==> config.mk <==
export PLATFORM = sky130hd
export DESIGN_NAME = serial_add_sub
export DESIGN_NICKNAME = d
export VERILOG_FILES = /design/src/rtl/serial_add_sub_pkg.sv /design/src/rtl/serial_add_sub_fa_cell.sv /design/src/rtl/serial_add_sub.sv
export SDC_FILE = /design/constraint.sdc
export NUM_CORES = 1
export LEC_CHECK = 0
export CORE_ASPECT_RATIO = 1.5
export CORE_UTILIZATION = 45
export CTS_CLUSTER_SIZE = 30
export DETAILED_ROUTE_END_ITERATION = 10
export GPL_TIMING_DRIVEN = 0
export PLACE_DENSITY = 0.73
export RECOVER_POWER = 100
export SYNTH_ARGS = -nofsm -noshare
export SYNTH_HDL_FRONTEND = slang
export SYNTH_SLANG_ARGS = --single-unit
==> constraint.sdc <==
create_clock -name clk -period 4.6 [get_ports clk]
set_input_delay 1.38 -clock clk [delete_from_list [all_inputs] [get_ports clk]]
set_output_delay 1.38 -clock clk [all_outputs]
set_load 0.005 [all_outputs]
==> src/rtl/serial_add_sub_pkg.sv <==
// Shared types and helpers for the bit-serial adder/subtractor.
// State encoding and counter-width helper used by serial_add_sub.
package serial_add_sub_pkg;

    typedef enum logic [1:0] {
        S_IDLE  = 2'd0,
        S_SHIFT = 2'd1,
        S_DONE  = 2'd2
    } state_t;

    function automatic int clog2(input int value);
        int r_bits;
        int v;
        r_bits = 0;
        v = value - 1;
        while (v > 0) begin
            r_bits++;
            v = v >>> 1;
        end
        return r_bits;
    endfunction

endpackage

==> src/rtl/serial_add_sub_fa_cell.sv <==
// One-bit full adder, purely combinational.
module fa_cell (
    input  logic i_a,
    input  logic i_b,
    input  logic i_cin,
    output logic o_s,
    output logic o_cout
);

    assign o_s    = i_a ^ i_b ^ i_cin;
    assign o_cout = (i_a & i_b) | (i_a & i_cin) | (i_b & i_cin);

endmodule

==> src/rtl/serial_add_sub.sv <==
// Bit-serial WIDTH-bit add/subtract, LSB first, valid/ready on both sides.
// Optional signed-overflow output enabled by SERIAL_ADD_SUB_OVF_EN.
//
// state | meaning
// IDLE  | ready for operands
// SHIFT | one bit per cycle, then one settle cycle before DONE
// DONE  | result presented until out_ready
module serial_add_sub
    import serial_add_sub_pkg::*;
#(
    parameter int WIDTH = 4
) (
    input  logic             clk,
    input  logic             rst_n,
    input  logic             in_valid,
    output logic             in_ready,
    input  logic [WIDTH-1:0] a,
    input  logic [WIDTH-1:0] b,
    input  logic             control,
    output logic             out_valid,
    input  logic             out_ready,
    output logic [WIDTH-1:0] result,
    output logic             cout,
    output logic             busy
`ifdef SERIAL_ADD_SUB_OVF_EN
   ,output logic             ovf
`endif
);

    localparam int CW = clog2(WIDTH + 1);
    localparam logic [CW-1:0] CNT_END  = CW'(WIDTH);
    localparam logic [CW-1:0] CNT_LAST = CW'(WIDTH - 1);

    state_t           r_state;
    state_t           w_state_nxt;
    logic [WIDTH-1:0] r_a;
    logic [WIDTH-1:0] r_b;
    logic [WIDTH-1:0] r_result;
    logic             r_carry;
    logic [CW-1:0]    r_count;
    logic             w_sum;
    logic             w_carry;
    logic             w_accept;
    logic             w_shift_en;

    assign w_accept   = (r_state == S_IDLE) && in_valid;
    assign w_shift_en = (r_state == S_SHIFT) && (r_count != CNT_END);

    fa_cell u_fa (
        .i_a    (r_a[0]),
        .i_b    (r_b[0]),
        .i_cin  (r_carry),
        .o_s    (w_sum),
        .o_cout (w_carry)
    );

    always_ff @(posedge clk or negedge rst_n) begin
        if (!rst_n) begin
            r_state <= S_IDLE;
        end else begin
            r_state <= w_state_nxt;
        end
    end

    // The counter runs one step past the last bit so DONE lands at accept+WIDTH+1.
    always_comb begin
        w_state_nxt = r_state;
        case (r_state)
            S_IDLE:  if (in_valid)             w_state_nxt = S_SHIFT;
            S_SHIFT: if (r_count == CNT_END)   w_state_nxt = S_DONE;
            S_DONE:  if (out_ready)            w_state_nxt = S_IDLE;
            default:                           w_state_nxt = S_IDLE;
        endcase
    end

    always_ff @(posedge clk or negedge rst_n) begin
        if (!rst_n) begin
            r_a      <= '0;
            r_b      <= '0;
            r_result <= '0;
            r_carry  <= 1'b0;
            r_count  <= '0;
        end else if (w_accept) begin
            r_a      <= a;
            r_b      <= b ^ {WIDTH{control}};
            r_carry  <= control;
            r_count  <= '0;
        end else if (w_shift_en) begin
            r_result <= {w_sum, r_result[WIDTH-1:1]};
            r_carry  <= w_carry;
            r_a      <= r_a >> 1;
            r_b      <= r_b >> 1;
            r_count  <= r_count + CW'(1);
        end
    end

`ifdef SERIAL_ADD_SUB_OVF_EN
    logic r_ovf;

    // Carry into vs. out of the MSB cell gives two's-complement overflow.
    always_ff @(posedge clk or negedge rst_n) begin
        if (!rst_n) begin
            r_ovf <= 1'b0;
        end else if (w_shift_en && (r_count == CNT_LAST)) begin
            r_ovf <= r_carry ^ w_carry;
        end
    end

    assign ovf = r_ovf;
`endif

    assign in_ready  = (r_state == S_IDLE);
    assign out_valid = (r_state == S_DONE);
    assign busy      = (r_state != S_IDLE);
    assign result    = r_result;
    assign cout      = r_carry;

endmodule

==> flow_summary.ini, run 1 <==
[sta]
rsz0062_at_grt = false
setup_violations = 0
timing.setup.tns_ns = 0
hold_viol = 0
fmax_mhz = 326
finalMaxSlewViolations = 0
final.setup_skew_ns = 0.000704
worst_pin_slew_ns = 0.857
hold_ws_ns = 0.511
fin_crit_sh_pct = 66.6
slew_headroom_pct = 42.7
post-route-min-period_ns = 3.07
setup_slack_ns = 1.53

[drt]
remaining_drc_errors = 0
vias_per_cell = 5.43
vias = 706
postRouteAntennaNets = 0
drt-initial-drc-count = 19
wl_um = 1770
drt_pass1_iterations = 4
wl_per_cell_um = 13.6

[worst_setup_path]
max_stage_delay_ns = 0.71
reg2reg_depth = 3
startpoint_type = input pin
cp_top_family = simple AND/OR/NAND/NOR gates
path_max_fanout = 7
critical_path_class = input pin to flip-flop
cp_num_cells = 4
cp_slowest_cell = nor3b_1
path_cells = dlygate4sd3_1 -> nor3b_1 -> a21oi_1 -> a221o_1
cp.arrival_ns = 3.24
worst-path-buf-inv = 1
required_ns = 4.77
end_kind = flip-flop

[clock_network]
ctsHtreeMaxLevel = 1
ctsResizeCount = 0
postCtsSetupBuffers = 0
cts_root_buffer = clkbuf_4
hold_buffers = 0
cts_inserted_buffers = 3
cts_buffer_depth = 2
cts.sinks = 18
clk_pin_slew_ns = 0.10
clock_latency_ns = 0.28
tritoncts = built

[placed_design]
place_hpwl_um = 1330
dpl_cell_area_mm2 = 0.00113
portBuffers = 19
gp_routability_congestion = 0.744
dp_slack_ns = 1.72

[global_routing]
grt_usage_pct = 18.4
grt_pass1_wl_um = 3000
grt_pass1_vias = 677
antenna_found_initial = 0
overflow = 0
grt_max_degree = 19

[synthesis]
yosysMostFrequentCell = dfrtp_1
synth_top_cell_by_area = dfrtp_1
async_reset_ff_share_pct = 100
synth_top_area_share_pct = 49.2
synth_commonest_cells = dfrtp_1 (18), inv_1 (7), nand3_1 (6), nor2_1 (6), o21ai_0 (6)
synth_edf_count = 0
synth_top_flop_cell = dfrtp_1
yosysWarnings = 0
synth_area_um2 = 916
synth_seq_cells = 18
synthDistinctLibCells = 32
synth.area.top_cells = dfrtp_1 (49%), mux2_4 (4.9%), nand3_1 (3.3%)
avgSynthCellArea_um2 = 10.6
ys_seq_area_share_pct = 49.2
synthCells = 86
synth_nets = 102

[pwr]
power.density_mw_per_mm2 = 647
peakVddDrop_mv = 0.341
p_leak_nw = 0.520

[floorplan]
fp.dieW_um = 38.8
dieHeight_um = 57.3
die_area_mm2 = 0.00222
initial_utilization_pct = 48.8
core_area_mm2 = 0.00188
rows = 19
boundaryPins = 21

[worst_hold_path]
worstHoldPathCells = 1
hold_class = flip-flop to flip-flop

[layout]
drive_above_1_share_pct = 8.26
final_cell_area_mm2 = 0.00115
n_antenna_cell = 0
area_growth_pct = 25.3
layout.nets = 126
num-fill-cells = 173

[status]
status = finished, final reports clean

[job]
maxCapViolations = 0
[state kept, by name (all words and copies together), names as in the netlist]
register,flops
result,4
r_state,2
r_count,3
cout,1
r_b,4
r_a,4
[routing by layer]
layer	vias to the layer above	share of wire [%]	global-route usage (%)	wire length [µm]
li1	346	-	-	-
met1	339	44	23.4	782
met2	19	51	31.0	901
met3	2	3.7	2.72	66
met4	0	1.1	5.91	19
met5	-	0	0	0
[cells by family after synthesis]
kind of cell	Yosys count	synth area share, %
DFF	18	49.2
adders and majority gates	3	4.92
AOI/OAI and AO/OA	22	16.0
buffers and inverters	12	5.74
xor gates and xnor gates	4	3.83
and+or+nand+nor	23	14.2
muxes	4	6.15
[stage by stage]
step	power [W]	std cells	util, %
global placement	0.000673	126	60.3
floorplan	0.000550	86	-
global route	0.000811	130	61.1
detailed placement	0.000697	126	60.3
CTS	0.000793	130	62.2
finish	0.000742	130	61.1
[path summary, 6_finish.rpt]
path                              endpoint       start  slack [ns]
min in group asynchronous       r_count[2]       rst_n        1.63
worst min-delay path                r_a[3]      r_a[3]        0.51
worst max-delay path                r_b[1]    in_valid        1.53
max in group asynchronous       r_state[0]       rst_n        2.47
worst min register to register      r_a[3]      r_a[3]        0.51
worst max register to register      r_b[1]  r_state[0]        2.72
[where the power goes]
part	switching (W)	leakage, nW	internal (W)	total [W]
Clock	0.0000462	0.0210	0.0000481	0.0000943
Combinational	0.000175	0.277	0.000187	0.000362
Sequential	0.0000506	0.223	0.000235	0.000286
[layout make-up]
cell class / count / area [µm²] / area share, %
Buffer: 5 / 23.8 / 2.07
Tap cell: 21 / 26.3 / 2.29
Sequential cell: 18 / 450 / 39.3
Inverter: 7 / 26.3 / 2.29
Multi-Input combinational cell: 56 / 394 / 34.4
Timing Repair Buffer: 19 / 190 / 16.6
Clock buffer: 4 / 36.3 / 3.16
[placed cells by master (no fill, tap or decap), drive strengths merged]
master | Yosys | routed
or2 | 1 | 1
buf | 4 | 2
a22o | 3 | 3
o32ai | 1 | 1
a221o | 2 | 2
nor2 | 6 | 6
nor2b | 1 | 1
mux2 | 4 | 4
and2b | 1 | 1
and2 | 1 | 1
dlygate4sd3 | 0 | 11
or3 | 1 | 1
a21oi | 5 | 5
a31oi | 4 | 4
o31ai | 1 | 1
or3b | 1 | 1
clkdlybuf4s50 | 0 | 8
inv | 7 | 7
dfrtp | 18 | 18
nand2b | 1 | 1
nand3 | 6 | 6
ha | 2 | 2
nand2 | 2 | 2
nor3b | 1 | 1
xor2 | 3 | 3
clkbuf | 1 | 7
and3 | 1 | 1
fa | 1 | 1
o21ai | 6 | 6
xnor2 | 1 | 1
[worst register-to-register path, cell delays in order, from the launching register on]
cell and delay [ns]:
dfrtp_1 0.42, nor3b_1 0.73, a21oi_1 0.27, a221o_1 0.36
(Power assumes the default switching activity.)
==> run 2, diff against run 1 <==
- CORE_UTILIZATION: 45 -> 43
- clock period: 4.6 -> 2.5 ns (I/O delays scaled with it)
==> flow_summary.ini, run 2 (synthesis results as in run 1) <==
[status]
status = finished, final reports clean

[sta]
slew_headroom_pct = 46.0
post-route-min-period_ns = 2.36
hold_viol = 0
hold_ws_ns = 0.503
worst_pin_slew_ns = 0.807
timing.setup.tns_ns = 0
fin_crit_sh_pct = 94.5
setup_violations = 0
finalMaxSlewViolations = 0
rsz0062_at_grt = false
fmax_mhz = 423
final.setup_skew_ns = 0.00750

[drt]
remaining_drc_errors = 0
met1Wirelength_um = 758
wl_met2_um = 859
top_layer = met4
wl_per_cell_um = 13.0
drt_pass1_iterations = 5
route.met3.wl_um = 69
vias_per_cell = 5.32
wl_um = 1710
drt-initial-drc-count = 15
vias = 697
postRouteAntennaNets = 0

[clock_network]
clock_latency_ns = 0.29
cts_buffer_depth = 2
clk_pin_slew_ns = 0.10
tritoncts = built
postCtsSetupBuffers = 0
ctsResizeCount = 0
cts_inserted_buffers = 3
cts.sinks = 18
hold_buffers = 0
ctsHtreeMaxLevel = 1
cts_root_buffer = clkbuf_4

[global_routing]
antenna_found_initial = 0
grt_usage_pct = 17.8
grt_pass1_wl_um = 2900
grt_pass1_vias = 680
grt_max_degree = 19
overflow = 0

[worst_setup_path]
end_kind = output port
path_max_fanout = 6
startpoint_type = flip-flop
critical_path_class = flip-flop to output port
cp.arrival_ns = 1.61
required_ns = 1.75

[layout]
layout.nets = 126
final_common_cell = dfrtp_1
fin_util_pct = 56.9
area_growth_pct = 26.0
drive_above_1_share_pct = 9.17
n_antenna_cell = 0
most-common-layout-cells = dfrtp_1 (18), clkdlybuf4s50_1 (10), dlygate4sd3_1 (9)

[floorplan]
rows = 20
core_area_mm2 = 0.00203
die_area_mm2 = 0.00232
fp.dieW_um = 39.7
dieHeight_um = 58.5
initial_utilization_pct = 45.2
boundaryPins = 21

[placed_design]
portBuffers = 19
place_hpwl_um = 1260
gp_routability_congestion = 0.744

[worst_hold_path]
hold_class = flip-flop to flip-flop

[job]
maxCapViolations = 0

[pwr]
peakVddDrop_mv = 0.664
power.density_mw_per_mm2 = 1180
p_leak_nw = 0.521
[run 2: changes by cell type in the layout (fill, tap and decap cells not counted)]
cell	previous run	this run
dlygate4sd3_1	11	9
clkdlybuf4s50_1	8	10
nor3b_1	1	0
nor3b_2	0	1
[run 2: report_power, final]
part,internal (W),switching (W),total (W)
registers,0.000433,0.0000945,0.000528
logic,0.000347,0.000316,0.000663
clock network,0.0000886,0.0000877,0.000176
[run 2: critical path, cell delays in order, from the launching register on]
cell,delay (ns)
dfrtp_1,0.43
or2_2,0.32
dlygate4sd3_1,0.58
[run 2: final timing paths]
kind / startpoint / end / slack (ns) / cells after the start
worst max-delay path: r_state[0] / busy / 0.14 / 2
worst min-delay path: result[0] / result[0] / 0.50 / 1
worst max register to register: r_count[0] / r_b[1] / 0.81 / 6
worst min register to register: result[0] / result[0] / 0.50 / 1
max in group asynchronous: rst_n / r_b[0] / 1.01 / 1
min in group asynchronous: rst_n / result[1] / 0.98 / 1
[run 2: cell type report]
type,instances,area (µm²)
buffer,5,23.8
clock buffer,4,36.3
timing repair buffer,19,190
inverter,7,26.3
tap,22,27.5
sequential,18,450
fill,185,873
multi-input combinational,56,399
[run 2: routing by layer]
metal  GRT usage [%]  vias to the layer above
met3            3.02                        2
met1            22.0                      332
met4            8.87                        0
li1                -                      348
met5               0                        -
met2            28.6                       15
[run 2: metrics by stage]
| step | cells | total power (W) | cell area, µm² | setup slack [ns] |
|---|---|---|---|---|
| floorplan | 86 | 0.00101 | 916 | 0.911 |
| global placement | 127 | 0.00124 | 1130 | 0.257 |
| detailed placement | 127 | 0.00127 | 1130 | 0.247 |
| CTS | 131 | 0.00146 | 1170 | 0.148 |
| global route | 131 | 0.00150 | 1150 | 0.0641 |
| finish | 131 | 0.00137 | 1150 | 0.138 |
==> run 3, diff against run 2 <==
- ABC_AREA: not set -> 1
- CORE_MARGIN: not set -> 2
- CORE_UTILIZATION: 43 -> 44
- PLACE_DENSITY: 0.73 -> 0.74
==> flow_summary.ini, run 3 <==
[status]
status = finished, final reports clean

[sta]
finalMaxSlewViolations = 0
setup_violations = 0
fin_crit_sh_pct = 92.2
timing.setup.tns_ns = 0
rsz0062_at_grt = false
final.setup_skew_ns = 0.0134
slew_headroom_pct = 44.7
hold_viol = 0
hold_ws_ns = 0.487
worst_pin_slew_ns = 0.826
fmax_mhz = 434
post-route-min-period_ns = 2.31

[layout]
num-fill-cells = 186
fin_util_pct = 57.3
layout.nets = 146
most-common-layout-cells = nand2_1 (34), dfrtp_1 (18), nand3_1 (12)
n_antenna_cell = 0
area_growth_pct = 23.7
fin_cells = 151
seq_area_um2 = 450
drive_above_1_share_pct = 8.53
multi_input_area_um2 = 400
final_common_cell = nand2_1

[worst_setup_path]
path_max_fanout = 6
end_kind = output port
reg2reg_from = r_state[0]
startpoint_type = flip-flop
cp.arrival_ns = 1.56
r2r_end = r_b[1]
worst-path-buf-inv = 2
required_ns = 1.75
cp_top_family = buffers and inverters
critical_path_class = flip-flop to output port
r2r_slack_ns = 0.77
cp_slowest_cell = dlygate4sd3_1
reg2reg_depth = 6
max_stage_delay_ns = 0.58
path_cells = inv_1 -> nor2_1 -> dlygate4sd3_1

[drt]
remaining_drc_errors = 0
drt_pass1_iterations = 3
wl_per_cell_um = 11.4
wl_um = 1720
vias_per_cell = 4.90
drt-initial-drc-count = 8
postRouteAntennaNets = 0
vias = 740

[floorplan]
die_area_mm2 = 0.00253
rows = 20
dieHeight_um = 60.6
boundaryPins = 21
initial_utilization_pct = 46.4
fp.dieW_um = 41.7
core_area_mm2 = 0.00203

[synthesis]
yosysMostFrequentCell = nand2_1
synth_area_um2 = 940
synth_top_cell_by_area = dfrtp_1
synth_seq_cells = 18
synth_commonest_cells = nand2_1 (34), dfrtp_1 (18), inv_1 (11), nand3_1 (11), o21ai_0 (6)
synthCells = 106
synth_top_flop_cell = dfrtp_1
avgSynthCellArea_um2 = 8.86
async_reset_ff_share_pct = 100
synth.area.top_cells = dfrtp_1 (48%), nand2_1 (14%), nand3_1 (5.9%)
synth_top_area_share_pct = 47.9
ys_seq_area_share_pct = 47.9
synth_nets = 122
yosysWarnings = 0
synth_edf_count = 0
synthDistinctLibCells = 21

[clock_network]
clk_pin_slew_ns = 0.11
clock_latency_ns = 0.30
cts.sinks = 18
cts_root_buffer = clkbuf_4
postCtsSetupBuffers = 0
cts_buffer_depth = 2
tritoncts = built
ctsHtreeMaxLevel = 1
cts_inserted_buffers = 3
ctsResizeCount = 0
hold_buffers = 0

[pwr]
switchingPower_w = 0.000533
power_w = 0.00130
internal-power_w = 0.000769
p_leak_nw = 0.597
seqPwrFrac_pct = 39.3
p_comb_share_pct = 46.8
clock_power_share_pct = 13.9
peakVddDrop_mv = 0.511
swShare_pct = 40.9
power.density_mw_per_mm2 = 1120

[worst_hold_path]
hold_class = flip-flop to flip-flop
worstHoldPathCells = 2
whs_endpoint = r_a[3]
min_from = r_a[3]

[placed_design]
place_hpwl_um = 1330
gp_routability_congestion = 0.758
dp_cells = 147
portBuffers = 19

[global_routing]
grt_max_degree = 19
grt_usage_pct = 15.4
grt_pass1_vias = 691
grt_pass1_wl_um = 2870
antenna_found_initial = 0
overflow = 0

[job]
maxCapViolations = 0
## run 3: cell count changes after synthesis, sizes merged, moves of 2 or more
cell | previous run | this run
buf | 4 | 2
a21oi | 5 | 0
nand3 | 6 | 12
nand4 | 0 | 2
a22o | 3 | 0
nor2 | 6 | 3
inv | 7 | 13
a31oi | 4 | 0
a221o | 2 | 0
nand3b | 0 | 3
nand2 | 2 | 38
mux2 | 4 | 0
## run 3: power by group through the flow
stage               Combinational, W  Clock (W)  Sequential [W]
finish                      0.000610   0.000181        0.000511
floorplan                   0.000446          0        0.000510
global route                0.000708   0.000196        0.000526
CTS                         0.000691   0.000187        0.000518
global placement            0.000666          0        0.000517
detailed placement          0.000687          0        0.000524
## run 3: cell type report
cell class | count | area share (%)
tap | 22 | 2.37
inverter | 13 | 4.31
buffer | 2 | 0.646
multi-input combinational | 73 | 34.4
timing repair buffer | 19 | 16.4
clock buffer | 4 | 3.12
sequential | 18 | 38.8
## run 3: worst min-delay path, delay by kind of cell, from the launching register on
| kind | cells | cell delay [ns] |
|---|---|---|
| flip-flops | 1 | 0.36 |
| AND/OR/NAND/NOR | 2 | 0.10 |
## run 3: stage by stage
step | area, µm² | worst slack (ns)
2_1_floorplan | 940 | 1.09
3_3_place_gp | 1160 | 0.504
3_5_place_dp | 1160 | 0.489
4_1_cts | 1190 | 0.150
5_1_grt | 1160 | 0.0890
6_report | 1160 | 0.194
## run 3: per-layer routing
| metal | global-route usage (%) | wire length (µm) | share of wire [%] | up-vias |
|---|---|---|---|---|
| li1 | - | - | - | 379 |
| met1 | 16.9 | 746 | 43 | 339 |
| met2 | 28.3 | 865 | 50 | 17 |
| met5 | 0 | 0 | 0 | - |
| met3 | 1.79 | 62 | 3.6 | 5 |
| met4 | 9.68 | 46 | 2.7 | 0 |
## run 3: worst max-delay path by stage
stage / end / start / slack, ns / cells after the start
global route: out_valid / r_state[1] / 0.09 / 3
finish: out_valid / r_state[1] / 0.19 / 3
floorplan: in_ready / r_state[0] / 1.09 / 1
detailed placement: in_ready / r_state[0] / 0.49 / 2
global placement: in_ready / r_state[0] / 0.50 / 2
CTS: in_ready / r_state[0] / 0.15 / 2
## run 3: kinds of logic after synthesis
logic type / after synthesis / share of synthesized area (%)
and+or+nand+nor: 58 / 31.6
buffers and inverters: 15 / 7.32
DFF: 18 / 47.9
xor gates and xnor gates: 5 / 4.66
adders and majority gates: 3 / 4.79
AOI/OAI and AO/OA: 7 / 3.73
